**config.mk**
```make
export PLATFORM = sky130hd
export DESIGN_NAME = cassette_tx
export DESIGN_NICKNAME = d
export VERILOG_FILES = /design/src/rtl/cassette_tx.sv
export SDC_FILE = /design/constraint.sdc
export NUM_CORES = 1
export LEC_CHECK = 0
export BUFFER_PORTS_ARGS = -buffer_cell sky130_fd_sc_hd__buf_2
export CORE_AREA = 2 2 91 93
export CTS_CLUSTER_SIZE = 16
export DETAILED_ROUTE_END_ITERATION = 7
export DIE_AREA = 0 0 93 95
export GPL_TIMING_DRIVEN = 0
export PLACE_DENSITY_LB_ADDON = 0.15
export SLEW_MARGIN = 10
export SYNTH_ARGS = -nofsm -noshare
export SYNTH_HDL_FRONTEND = slang
export SYNTH_SLANG_ARGS = --single-unit
```
**constraint.sdc**
```tcl
create_clock -name CLK_14M -period 2.8 [get_ports CLK_14M]
set_input_delay 0.14 -clock CLK_14M [delete_from_list [all_inputs] [get_ports CLK_14M]]
set_output_delay 0.14 -clock CLK_14M [all_outputs]
set_load 0.01 [all_outputs]
```
**src/rtl/cassette_tx.sv**
```systemverilog
// Apple II cassette WRITE transmitter: header tone, two sync half-cycles,
// MSB-first data bits and a trailing XOR checksum byte, sent as a square
// wave on tape_out. Bytes arrive on a valid/ready stream through a
// one-byte holding register, so the first byte can be prefetched.
module cassette_tx #(
  parameter int HDR_HALF   = 9307,
  parameter int HDR_HALVES = 15400,
  parameter int SYNC_A     = 2864,
  parameter int SYNC_B     = 3580,
  parameter int ZERO_HALF  = 3580,
  parameter int ONE_HALF   = 7159
) (
  input  logic       CLK_14M,
  input  logic       reset,
  input  logic       start,
  input  logic [7:0] in_data,
  input  logic       in_valid,
  input  logic       in_last,
  output logic       in_ready,
  output logic       tape_out,
  output logic       busy,
  output logic       done,
  output logic       underrun
);

  typedef enum logic [2:0] {
    S_IDLE,
    S_HEADER,
    S_SYNC0,
    S_SYNC1,
    S_DATA,
    S_CSUM,
    S_FIN
  } state_t;

  // Reload value for one half-cycle of a data bit (length N loads N-1).
  function automatic logic [15:0] half_len(input logic b);
    return b ? 16'(ONE_HALF - 1) : 16'(ZERO_HALF - 1);
  endfunction

  state_t      state_q, state_d;
  logic [15:0] timer_q, timer_d;
  logic [15:0] half_cnt_q, half_cnt_d;
  logic        tape_q, tape_d;
  logic [7:0]  cur_byte_q, cur_byte_d;
  logic        cur_last_q, cur_last_d;
  logic [2:0]  bit_idx_q, bit_idx_d;
  logic        phase_q, phase_d;
  logic [7:0]  csum_q, csum_d;
  logic        hold_valid_q, hold_valid_d;
  logic [7:0]  hold_data_q, hold_data_d;
  logic        hold_last_q, hold_last_d;
  logic        last_acc_q, last_acc_d;
  logic        stall_q, stall_d;
  logic        underrun_q, underrun_d;

  logic        accept;
  logic        load_req;
  logic        do_load;
  logic [7:0]  load_byte;
  logic        load_last;
  logic [2:0]  bit_idx_m1;
  logic [7:0]  csum_next;

  assign busy       = (state_q != S_IDLE) && (state_q != S_FIN);
  assign done       = (state_q == S_FIN);
  assign in_ready   = busy & ~hold_valid_q & ~last_acc_q;
  assign accept     = in_valid & in_ready;
  assign tape_out   = tape_q;
  assign underrun   = underrun_q;
  assign bit_idx_m1 = bit_idx_q - 3'd1;
  assign csum_next  = csum_q ^ cur_byte_q;

  // Next-state: FSM sequencing, half-cycle timer, holding register and byte loads.
  always_comb begin
    // NOTE: every _d starts from its _q value so no path through this block can infer a latch.
    state_d      = state_q;
    timer_d      = timer_q;
    half_cnt_d   = half_cnt_q;
    tape_d       = tape_q;
    cur_byte_d   = cur_byte_q;
    cur_last_d   = cur_last_q;
    bit_idx_d    = bit_idx_q;
    phase_d      = phase_q;
    csum_d       = csum_q;
    hold_valid_d = hold_valid_q;
    hold_data_d  = hold_data_q;
    hold_last_d  = hold_last_q;
    last_acc_d   = last_acc_q;
    stall_d      = stall_q;
    underrun_d   = underrun_q;
    load_req     = 1'b0;
    do_load      = 1'b0;
    load_byte    = 8'h00;
    load_last    = 1'b0;

    if (accept) begin
      hold_valid_d = 1'b1;
      hold_data_d  = in_data;
      hold_last_d  = in_last;
      if (in_last) last_acc_d = 1'b1;
    end

    unique case (state_q)
      S_IDLE: begin
        if (start) begin
          state_d      = S_HEADER;
          timer_d      = 16'(HDR_HALF - 1);
          half_cnt_d   = 16'd0;
          csum_d       = 8'hFF;
          underrun_d   = 1'b0;
          last_acc_d   = 1'b0;
          hold_valid_d = 1'b0;
          stall_d      = 1'b0;
        end
      end

      S_HEADER: begin
        if (timer_q != 16'd0) begin
          timer_d = timer_q - 16'd1;
        end else begin
          tape_d = ~tape_q;
          if (half_cnt_q == 16'(HDR_HALVES - 1)) begin
            state_d = S_SYNC0;
            timer_d = 16'(SYNC_A - 1);
          end else begin
            half_cnt_d = half_cnt_q + 16'd1;
            timer_d    = 16'(HDR_HALF - 1);
          end
        end
      end

      S_SYNC0: begin
        if (timer_q != 16'd0) begin
          timer_d = timer_q - 16'd1;
        end else begin
          tape_d  = ~tape_q;
          state_d = S_SYNC1;
          timer_d = 16'(SYNC_B - 1);
        end
      end

      S_SYNC1: begin
        if (stall_q) begin
          load_req = 1'b1;
        end else if (timer_q != 16'd0) begin
          timer_d = timer_q - 16'd1;
        end else begin
          tape_d   = ~tape_q;
          load_req = 1'b1;
        end
      end

      S_DATA, S_CSUM: begin
        if (stall_q) begin
          load_req = 1'b1;
        end else if (timer_q != 16'd0) begin
          timer_d = timer_q - 16'd1;
        end else begin
          tape_d = ~tape_q;
          if (!phase_q) begin
            phase_d = 1'b1;
            timer_d = half_len(cur_byte_q[bit_idx_q]);
          end else if (bit_idx_q != 3'd0) begin
            bit_idx_d = bit_idx_m1;
            phase_d   = 1'b0;
            timer_d   = half_len(cur_byte_q[bit_idx_m1]);
          end else if (state_q == S_CSUM) begin
            state_d = S_FIN;
          end else begin
            csum_d = csum_next;
            if (cur_last_q) begin
              state_d    = S_CSUM;
              cur_byte_d = csum_next;
              cur_last_d = 1'b0;
              bit_idx_d  = 3'd7;
              phase_d    = 1'b0;
              timer_d    = half_len(csum_next[7]);
            end else begin
              load_req = 1'b1;
            end
          end
        end
      end

      S_FIN: begin
        state_d = S_IDLE;
      end

      default: begin
        state_d = S_IDLE;
      end
    endcase

    // Byte boundary: take the held byte, or bypass a byte accepted this very
    // cycle, otherwise freeze with tape_out held until one arrives.
    if (load_req) begin
      if (hold_valid_q) begin
        do_load      = 1'b1;
        load_byte    = hold_data_q;
        load_last    = hold_last_q;
        hold_valid_d = 1'b0;
      end else if (accept) begin
        do_load      = 1'b1;
        load_byte    = in_data;
        load_last    = in_last;
        hold_valid_d = 1'b0;
      end else begin
        stall_d    = 1'b1;
        underrun_d = 1'b1;
      end
    end

    if (do_load) begin
      state_d    = S_DATA;
      cur_byte_d = load_byte;
      cur_last_d = load_last;
      bit_idx_d  = 3'd7;
      phase_d    = 1'b0;
      timer_d    = half_len(load_byte[7]);
      stall_d    = 1'b0;
    end
  end

  // State register with synchronous active-high reset.
  always_ff @(posedge CLK_14M) begin
    // NOTE: non-blocking assignments so every flop samples pre-edge values regardless of statement order.
    if (reset) begin
      state_q      <= S_IDLE;
      timer_q      <= 16'd0;
      half_cnt_q   <= 16'd0;
      tape_q       <= 1'b0;
      cur_last_q   <= 1'b0;
      bit_idx_q    <= 3'd7;
      phase_q      <= 1'b0;
      csum_q       <= 8'hFF;
      hold_valid_q <= 1'b0;
      hold_last_q  <= 1'b0;
      last_acc_q   <= 1'b0;
      stall_q      <= 1'b0;
      underrun_q   <= 1'b0;
    end else begin
      state_q      <= state_d;
      timer_q      <= timer_d;
      half_cnt_q   <= half_cnt_d;
      tape_q       <= tape_d;
      cur_last_q   <= cur_last_d;
      bit_idx_q    <= bit_idx_d;
      phase_q      <= phase_d;
      csum_q       <= csum_d;
      hold_valid_q <= hold_valid_d;
      hold_last_q  <= hold_last_d;
      last_acc_q   <= last_acc_d;
      stall_q      <= stall_d;
      underrun_q   <= underrun_d;
    end
  end

  // Byte datapath registers; always qualified by valid/state before use.
  always_ff @(posedge CLK_14M) begin
    // NOTE: data-only registers carry no reset; their qualifiers are reset instead.
    hold_data_q <= hold_data_d;
    cur_byte_q  <= cur_byte_d;
  end

endmodule

```
==> run summary, run 1 <==
### Floorplanning
* 33 — Rows
* 95 um — Die Y-Extent
* 7928 um^2 — core region area
* 8835 um^2 — area enclosed by the die boundary
* 18 — Ports
* 0.5361 — initial standard-cell utilization of the core
* 93 um — width of the chip

### Route
* 0 — residual DRC count
* 4260 — via total after detailed routing
* 333 — violation count after the first detailed-routing iteration
* 18.94 um — wire per inst
* 12290 um — aggregate routed wire length
* 0 — antenna viol nets, final
* 7 — length of the first detailed-routing pass in iterations
* 6.564 — post-detailed-route via-to-cell ratio

### Setup path
* timer_q[6] — Worst setup startpoint
* reg2reg — critical setup path kind
* 3040 ps — Critical Path RT
* 7 — maximum fanout along the worst path
* 2980 ps — CP Data Arrival Time
* timer_q[6] — origin of the critical flop-to-flop path
* register — startpoint type of the worst setup path
* register — type of destination of the critical path

### Synthesis
* 516 — Syn Nets
* sky130_fd_sc_hd__dfxtp_1 — most instantiated flip-flop cell in the synthesis netlist
* 8.535 um^2 — synthesized area divided by synthesized cell count
* sky130_fd_sc_hd__dfxtp_1 25%, sky130_fd_sc_hd__edfxtp_1 11%, sky130_fd_sc_hd__a21oi_1 5.4%, sky130_fd_sc_hd__o21ai_0 4.2%, sky130_fd_sc_hd__xnor2_1 3.7% — ranking of synthesized cells by area
* 0 — share of flip-flops with an asynchronous set or reset after synthesis
* 0 — yosys warns
* 68 — number of distinct library cell variants in the gate-level netlist after synthesis
* sky130_fd_sc_hd__dfxtp_1 — largest area contributor in the synthesized netlist
* 16 — number of enable flip-flop cells after synthesis
* 498 — number of cells produced by synthesis
* 70 — count of state elements after synthesis
* 4250 um^2 — post-synthesis instance area
* 0.2543 — Synth top area share
* 0.3674 — sequential-to-total area share from yosys stat

### Placement
* -403.7 ps — Placement Setup Slack
* 620 — DP Cell Count
* 0.9532 — placer's final routability congestion estimate
* 8494 um — detailed placement HPWL
* 17 — IO buf count
* 4467 um^2 — Area after DPL

### Pwr
* 0.303 — sequential share of power
* 875.9 nW/um^2 — PwrDens
* 2.417 mW — Internal Dissipation
* 0.213 — clock power share
* 0.4861 mV — Max VDD drop
* 4.307 mW — Pwr Total
* 0.484 — part of the power in combinational logic
* 0.4388 — switching power share of the total
* 1.890 mW — sw power
* 1.775 nW — Leakage Power

### Finish
* 0 — number of antenna cells inserted
* 0.6203 — Util after Layout
* 557 — Final #Nets
* 4917 um^2 — post-layout instance area
* 51 x sky130_fd_sc_hd__dfxtp_1, 46 x sky130_fd_sc_hd__a21oi_1, 40 x sky130_fd_sc_hd__nor2_1 — commonest cells after routing, fill and taps aside
* 0.1599 — ratio of cells with drive above 1 in the final layout
* sky130_fd_sc_hd__dfxtp_1 — most frequent standard cell in the layout excluding fill and tap cells
* 15.69% — Area Overhead vs Synth
* 649 — post-layout instance count excluding filler cells

### Timing
* 0.9787 — final critical-path share of the clock period
* 0 — setup violators final
* 818.4 ps — measured slew at the worst slew-check pin
* true — unrepaired setup endpoints after global routing
* 0 — Slew Limit Fails
* 0 — Hold Fails Final Rpt
* 0.3649 GHz — highest achievable clock rate
* 0.4486 — Slew headroom
* 59.74 ps — final critical-path setup slack
* 16.57 ps — final worst clock skew
* 2740 ps — min cycle time layout

### Clock tree
* sky130_fd_sc_hd__clkbuf_8 — clk root buf
* done — clock tree from TritonCTS
* 70 — CTS sink cnt
* 90 ps — clock transition time at the flip-flop clock pins of the worst setup and hold paths
* 3 — H-tree levels
* 9 — CTS buffer count
* 360 ps — Skew-Pair Late Insertion Delay
* 2 — CTS max path bufs

### Global route
* 4097 — number of global-route vias before repair
* 0.2917 — Global Route Usage Sum
* 18 — largest net degree at the start of global routing
* 0 — Overflow after GRT
* 0 — antenna violations before repair
* 20200 um — global-route wire length before repair

### Flow run
* 0 — total of max-cap violations

### Min path
* in_last — origin of the worst min-delay path
* in2reg — worst hold-check path type

### Run status
* complete, no violations — run status

## power by group through the flow
stage	clock (mW)	sequential, mW	combinational [mW]
6_report	0.918	1.31	2.08
3_3_place_gp	0	1.29	1.84
4_1_cts	0.930	1.27	1.99
2_1_floorplan	0	1.26	1.40
5_1_grt	0.974	1.32	2.24
3_5_place_dp	0	1.29	1.87
## cell type report
| cell class | count | area, um^2 |
|---|---|---|
| Tap cell | 105 | 131.4 |
| Fill cell | 720 | 3010 |
| Buffer | 25 | 110.1 |
| Timing Repair Buffer | 34 | 232.7 |
| Inverter | 21 | 78.83 |
| Clock inverter | 6 | 85.08 |
| Sequential cell | 70 | 1565 |
| Multi-Input combinational cell | 378 | 2586 |
| Clock buffer | 10 | 127.6 |
## registers in the layout (all words and copies together), names as in the netlist, 3 cells and up
name and cells:
cur_byte_q 8, half_cnt_q 16, state_q 3, timer_q 16, hold_data_q 8, csum_q 8
bit_idx_q 3
## through the flow
stage          TNS (ps)  hold slack [ps]
3_3_place_gp      -9378            333.0
4_1_cts               0            20.72
6_report              0            33.45
5_1_grt          -9.646            53.25
3_5_place_dp     -11480            334.3
2_1_floorplan         0            238.9
## final timing paths
| path | endpoint | slack [ps] | depth (start not counted) |
|---|---|---|---|
| max | timer_q[0] | 60 | 7 |
| min | last_acc_q | 30 | 3 |
| max reg2reg | timer_q[0] | 60 | 7 |
| min reg2reg | hold_last_q | 490 | 2 |
## layer usage
layer / track usage / vias up / share of wire
met5: 0 / - / 0
met4: 0.1630 / 0 / 0.053
met3: 0.05347 / 63 / 0.066
met2: 0.4686 / 212 / 0.46
met1: 0.3714 / 2004 / 0.42
li1: - / 1981 / -
## what timing repair did
item	CTS	global route
endpoints found under the hold margin	8	0
hold buffers	8	0
setup endpoints to repair	61	49
pin swaps	2	3
gates resized for setup	16	13
setup buffers	4	5
## cells by family after synthesis
| logic type | count (synthesis) | share of synthesized area |
|---|---|---|
| and+or+nand+nor | 180 | 0.2384 |
| AOI/OAI and AO/OA | 163 | 0.2517 |
| DFF | 70 | 0.3674 |
| buffers and inverters | 50 | 0.04592 |
| xor gates and xnor gates | 22 | 0.04533 |
| muxes | 8 | 0.03650 |
| adders and majority gates | 5 | 0.01472 |
## synthesized netlist by cell type (6+ instances only)
master / number
sky130_fd_sc_hd__a211oi_1: 10
sky130_fd_sc_hd__a21o_1: 8
sky130_fd_sc_hd__a21oi_1: 46
sky130_fd_sc_hd__a221oi_1: 12
sky130_fd_sc_hd__and3_1: 12
sky130_fd_sc_hd__clkbuf_1: 27
sky130_fd_sc_hd__dfxtp_1: 54
sky130_fd_sc_hd__edfxtp_1: 16
sky130_fd_sc_hd__inv_1: 20
sky130_fd_sc_hd__mux4_2: 6
sky130_fd_sc_hd__nand2_1: 29
sky130_fd_sc_hd__nand3_1: 21
sky130_fd_sc_hd__nand4_1: 6
sky130_fd_sc_hd__nor2_1: 40
sky130_fd_sc_hd__nor3_1: 10
sky130_fd_sc_hd__nor4_1: 14
sky130_fd_sc_hd__o21ai_0: 36
sky130_fd_sc_hd__o31ai_1: 7
sky130_fd_sc_hd__or2_2: 6
sky130_fd_sc_hd__or3_1: 7
sky130_fd_sc_hd__xnor2_1: 18
## worst max-delay path: stages (launching register included)
cell and delay [ps]:
sky130_fd_sc_hd__dfxtp_1 320, sky130_fd_sc_hd__buf_6 130, sky130_fd_sc_hd__or4_4 570, sky130_fd_sc_hd__or3_1 400, sky130_fd_sc_hd__or2_2 350, sky130_fd_sc_hd__o41a_1 490
sky130_fd_sc_hd__a211oi_1 290, sky130_fd_sc_hd__a211oi_1 80
Power figures use the tool's default switching activity.
==> run 2: changes to the inputs <==
CORE_AREA = 2 2 101 103   (was 2 2 91 93)
DIE_AREA = 0 0 103 105   (was 0 0 93 95)
HOLD_SLACK_MARGIN = 0.12   (was unset)
==> run summary, run 2 (synthesized netlist as in run 1, its figures left out) <==
### Finish
* 952 — fill cell count
* sky130_fd_sc_hd__dfxtp_1 — most frequent standard cell in the layout excluding fill and tap cells
* 0.1706 — ratio of cells with drive above 1 in the final layout
* 0.5178 — Util after Layout
* 558 — Final #Nets
* half_cnt_q: 16 flops, timer_q: 16 flops — largest registers
* 0 — number of antenna cells inserted
* 51 x sky130_fd_sc_hd__dfxtp_1, 46 x sky130_fd_sc_hd__a21oi_1, 40 x sky130_fd_sc_hd__nor2_1 — commonest cells after routing, fill and taps aside
* 4991 um^2 — post-layout instance area
* 17.43% — Area Overhead vs Synth

### Route
* 12480 um — aggregate routed wire length
* 18.41 um — wire per inst
* 5 — length of the first detailed-routing pass in iterations
* 330 — violation count after the first detailed-routing iteration
* 6.127 — post-detailed-route via-to-cell ratio
* 4154 — via total after detailed routing
* 0 — residual DRC count
* 0 — antenna viol nets, final

### Placement
* 4502 um^2 — Area after DPL
* 0.9322 — placer's final routability congestion estimate
* 8724 um — detailed placement HPWL
* 17 — IO buf count

### Run status
* complete, no violations — run status

### Clock tree
* 9 — CTS buffer count
* 3 — H-tree levels
* sky130_fd_sc_hd__clkbuf_8 — clk root buf
* 360 ps — Skew-Pair Late Insertion Delay
* 2 — CTS max path bufs
* 80 ps — clock transition time at the flip-flop clock pins of the worst setup and hold paths
* done — clock tree from TritonCTS
* 70 — CTS sink cnt

### Setup path
* register — startpoint type of the worst setup path
* buf_6 > or4_4 > nor4b_4 > buf_4 > buf_4 > o2111ai_1 > buf_2 > a221oi_1 > a21oi_1 — ordered cell list for the critical path
* 2890 ps — Critical Path RT
* reg2reg — critical setup path kind
* 4 — buffer and inverter count on the worst path
* 570 ps — CP max stage delay
* sky130_fd_sc_hd__buf_4 — most frequent CP cell
* 2860 ps — CP Data Arrival Time
* simple AND/OR/NAND/NOR gates — largest delay contributor family on the critical path
* register — type of destination of the critical path
* sky130_fd_sc_hd__or4_4 — Crit-path slowest cell
* 10 — maximum fanout along the worst path

### Floorplanning
* 18 — Ports
* 10820 um^2 — area enclosed by the die boundary
* 0.4409 — initial standard-cell utilization of the core
* 103 um — width of the chip
* 36 — Rows
* 9639 um^2 — core region area
* 105 um — Die Y-Extent

### Global route
* 0 — antenna violations before repair
* 18 — largest net degree at the start of global routing
* 0.2354 — Global Route Usage Sum
* 0 — Overflow after GRT
* 3978 — number of global-route vias before repair
* 20160 um — global-route wire length before repair

### Timing
* 0.3608 GHz — highest achievable clock rate
* 0.9900 — final critical-path share of the clock period
* 0.4808 — Slew headroom
* 0 — Hold Fails Final Rpt
* 0 — setup violators final
* 15.57 ps — final worst clock skew
* 0 — Slew Limit Fails
* 2772 ps — min cycle time layout
* true — unrepaired setup endpoints after global routing
* 778.8 ps — measured slew at the worst slew-check pin

### Min path
* in2reg — worst hold-check path type

### Pwr
* 1.786 nW — Leakage Power
* 0.3601 mV — Max VDD drop
* 854.9 nW/um^2 — PwrDens

### Flow run
* 0 — total of max-cap violations

[run 2: changes by cell type in the layout (fill, tap and decap cells not counted), sizes merged]
cell,change
clkinv,+3
clkinvlp,-1
inv,-1
bufinv,-1
dlygate4sd3,+1
[run 2: path summary, 6_finish.rpt]
kind / from / endpoint / slack, ps / cells past startpoint
setup / recovery: timer_q[6] / cur_byte_q[3] / 30 / 9
hold / removal: in_valid / hold_last_q / 180 / 5
setup reg to reg: timer_q[6] / cur_byte_q[3] / 30 / 9
hold reg to reg: half_cnt_q[1] / half_cnt_q[1] / 480 / 2
[run 2: timing repair]
action,CTS,global route
pin swaps,2,8
hold buffers,9,0
setup buffers,4,4
hold endpoints to repair,10,0
cloned,0,0
resized for setup,15,29
endpoints found under the setup margin,60,51
[run 2: stage by stage]
step                power, mW  hold slack [ps]  TNS, ps  std cells  worst slack [ps]
floorplan               2.663            238.9        0        498             146.0
global placement        3.150            333.9   -10880        648            -365.3
detailed placement      3.168            334.8   -10400        648            -334.1
CTS                     4.107            169.6        0        677             12.39
global route            4.514            206.6   -152.8        678            -39.45
finish                  4.267            177.4        0        678             28.07
[run 2: layout make-up]
cell class                      instances  area (um^2)  area share
Multi-Input combinational cell        378         2639      0.5287
Buffer                                 26        116.4     0.02331
Inverter                               21        78.83     0.01579
Timing Repair Buffer                   34        235.2     0.04713
Sequential cell                        70         1565      0.3136
Clock inverter                          6        62.56     0.01253
Clock buffer                           10        127.6     0.02557
Tap cell                              133        166.4     0.03334
[run 2: metal layers]
layer	up-vias	track usage	routed length, um
met2	180	0.3780	5955
met5	-	0	0
met1	1963	0.3085	5420
li1	1980	-	-
met3	31	0.05953	839
met4	0	0.07237	269
[run 2: worst register-to-register path, stage by stage, from the launching register on]
cell and delay, ps:
sky130_fd_sc_hd__dfxtp_1 310, sky130_fd_sc_hd__buf_6 130, sky130_fd_sc_hd__or4_4 570, sky130_fd_sc_hd__nor4b_4 230, sky130_fd_sc_hd__buf_4 170, sky130_fd_sc_hd__buf_4 130, sky130_fd_sc_hd__o2111ai_1 260, sky130_fd_sc_hd__buf_2 310
sky130_fd_sc_hd__a221oi_1 330, sky130_fd_sc_hd__a21oi_1 80
[run 2: power by group]
part	internal, mW	total (mW)	leakage [nW]	switching, mW
registers	1.16	1.29	0.584	0.124
logic	0.780	2.15	1.10	1.37
clock network	0.411	0.833	0.100	0.422
total	2.35	4.27	1.79	1.91
==> run 3: changes to the inputs <==
CELL_PAD_IN_SITES_DETAIL_PLACEMENT = 1   (was unset)
CELL_PAD_IN_SITES_GLOBAL_PLACEMENT = 2   (was unset)
CORE_AREA = 2 2 114 116   (was 2 2 101 103)
DIE_AREA = 0 0 116 118   (was 0 0 103 105)
==> run summary, run 3 (synthesized netlist as in run 1, its figures left out) <==
### Finish
* sky130_fd_sc_hd__dfxtp_1 — most frequent standard cell in the layout excluding fill and tap cells
* 1567 um^2 — Sequential cell area
* 1491 — fill cell count
* half_cnt_q: 16 flops, timer_q: 16 flops — largest registers
* 0 — number of antenna cells inserted
* 50 x sky130_fd_sc_hd__dfxtp_1, 45 x sky130_fd_sc_hd__a21oi_1, 40 x sky130_fd_sc_hd__nor2_1 — commonest cells after routing, fill and taps aside
* 561 — Final #Nets
* 0.4237 — Util after Layout
* 0.1898 — ratio of cells with drive above 1 in the final layout
* 23.76% — Area Overhead vs Synth
* 2668 um^2 — area of the multi-input gates

### Setup path
* 7 — maximum fanout along the worst path
* 80 ps — r2r setup slk
* reg2reg — critical setup path kind
* register — startpoint type of the worst setup path
* half_cnt_q[14] — capture point of the worst path
* 9 — Worst Reg-to-Reg Cells
* 3000 ps — CP Data Arrival Time
* register — type of destination of the critical path
* timer_q[6] — Worst setup startpoint
* timer_q[6] — origin of the critical flop-to-flop path
* half_cnt_q[14] — worst reg2reg path endpoint
* 3080 ps — Critical Path RT

### Timing
* 0.9723 — final critical-path share of the clock period
* 2723 ps — min cycle time layout
* 0.3673 GHz — highest achievable clock rate
* 0.4652 — Slew headroom
* 11.30 ps — final worst clock skew
* 0 — Slew Limit Fails
* 802.2 ps — measured slew at the worst slew-check pin
* 0 — setup violators final
* 0 — Hold Fails Final Rpt

### Pwr
* 4.972 mW — Pwr Total
* 1.890 nW — Leakage Power
* 2.101 mW — sw power
* 0.276 — clock power share
* 0.459 — part of the power in combinational logic
* 0.265 — sequential share of power
* 0.2957 mV — Max VDD drop
* 945.3 nW/um^2 — PwrDens
* 0.4226 — switching power share of the total
* 2.871 mW — Internal Dissipation

### Placement
* 0.8308 — placer's final routability congestion estimate
* 10590 um — detailed placement HPWL
* 17 — IO buf count

### Global route
* 4279 — number of global-route vias before repair
* 18 — largest net degree at the start of global routing
* 0 — Overflow after GRT
* 0.2302 — Global Route Usage Sum
* 0 — antenna violations before repair
* 23980 um — global-route wire length before repair

### Floorplanning
* 18 — Ports
* 41 — Rows
* 0.3424 — initial standard-cell utilization of the core
* 116 um — width of the chip
* 13690 um^2 — area enclosed by the die boundary
* 12410 um^2 — core region area
* 118 um — Die Y-Extent

### Clock tree
* 9 — CTS buffer count
* 3 — H-tree levels
* 350 ps — Skew-Pair Late Insertion Delay
* 70 — CTS sink cnt
* 60 ps — clock transition time at the flip-flop clock pins of the worst setup and hold paths
* sky130_fd_sc_hd__clkbuf_16 — clk root buf
* done — clock tree from TritonCTS
* 2 — CTS max path bufs

### Route
* 0 — residual DRC count
* 4159 — via total after detailed routing
* 4 — length of the first detailed-routing pass in iterations
* 5.776 — post-detailed-route via-to-cell ratio
* 206 — violation count after the first detailed-routing iteration
* 0 — antenna viol nets, final
* 14890 um — aggregate routed wire length
* 20.68 um — wire per inst

### Run status
* complete, no violations — run status

### Min path
* in_valid — origin of the worst min-delay path
* in2reg — worst hold-check path type
* 5 — worst hold path stage count

### Flow run
* 0 — total of max-cap violations

==> run 3: cell count changes in the layout (fill, tap and decap cells not counted), sizes merged <==
cell      previous run  this run
clkinv               6         2
buf                 29        32
bufinv               1         3
inv                 20        22
clkbuf              32        31
clkinvlp             0         1
==> run 3: cell type report <==
cell class,instances,area share
timing repair buffer,39,0.05257
sequential,70,0.2978
tap,172,0.04091
clock buffer,9,0.04282
multi-input combinational,378,0.5071
clock inverter,7,0.02260
buffer,24,0.02117
inverter,21,0.01499
==> run 3: what timing repair did <==
item,4_1_cts,5_1_grt
gates resized for setup,26,22
gates cloned,0,0
endpoints found under the setup margin,62,52
buffers inserted,9,4
pin swaps,4,6
hold endpoints to repair,10,0
hold buffers,9,0
==> run 3: power groups by stage <==
stage / Clock [mW] / Sequential [mW] / Combinational [mW]
after floorplan: 0 / 1.26 / 1.40
after global placement: 0 / 1.29 / 1.95
after detailed placement: 0 / 1.30 / 1.99
after CTS: 1.40 / 1.30 / 2.17
after global routing: 1.43 / 1.33 / 2.47
final: 1.37 / 1.32 / 2.28
==> run 3: routing by layer <==
layer  global-route usage  wire length, um  up-vias
met5                    0                0        -
met4              0.09077              354        0
met3              0.03399              412       20
met2               0.3713             7152       72
met1               0.3073             6966     2074
li1                     -                -     1993
==> run 3: worst min-delay path by stage <==
stage                     endpoint
global placement    hold_data_q[4]
floorplan           hold_data_q[0]
CTS                    hold_last_q
finish                 hold_last_q
global route            timer_q[9]
detailed placement  hold_data_q[0]
==> run 3: metrics by stage <==
stage | cells | setup WS [ps] | cell area (um^2) | TNS, ps | hold slack [ps]
2_1_floorplan | 498 | 146.0 | 4250 | 0 | 238.9
3_3_place_gp | 687 | -483.9 | 4551 | -19230 | 334.3
3_5_place_dp | 687 | -549.5 | 4551 | -20900 | 336.2
4_1_cts | 719 | 17.22 | 5162 | 0 | 183.5
5_1_grt | 720 | -7.898 | 5260 | -7.898 | 212.9
6_report | 720 | 77.49 | 5260 | 0 | 189.5
==> run 3: worst max-delay path, stage by stage (launching register included) <==
cell and delay (ps):
sky130_fd_sc_hd__dfxtp_1 310, sky130_fd_sc_hd__buf_6 130, sky130_fd_sc_hd__or4_4 520, sky130_fd_sc_hd__nor4b_4 220
sky130_fd_sc_hd__buf_4 190, sky130_fd_sc_hd__buf_6 120, sky130_fd_sc_hd__a21oi_4 70, sky130_fd_sc_hd__or4_4 590
sky130_fd_sc_hd__or3_4 390, sky130_fd_sc_hd__a21oi_2 120
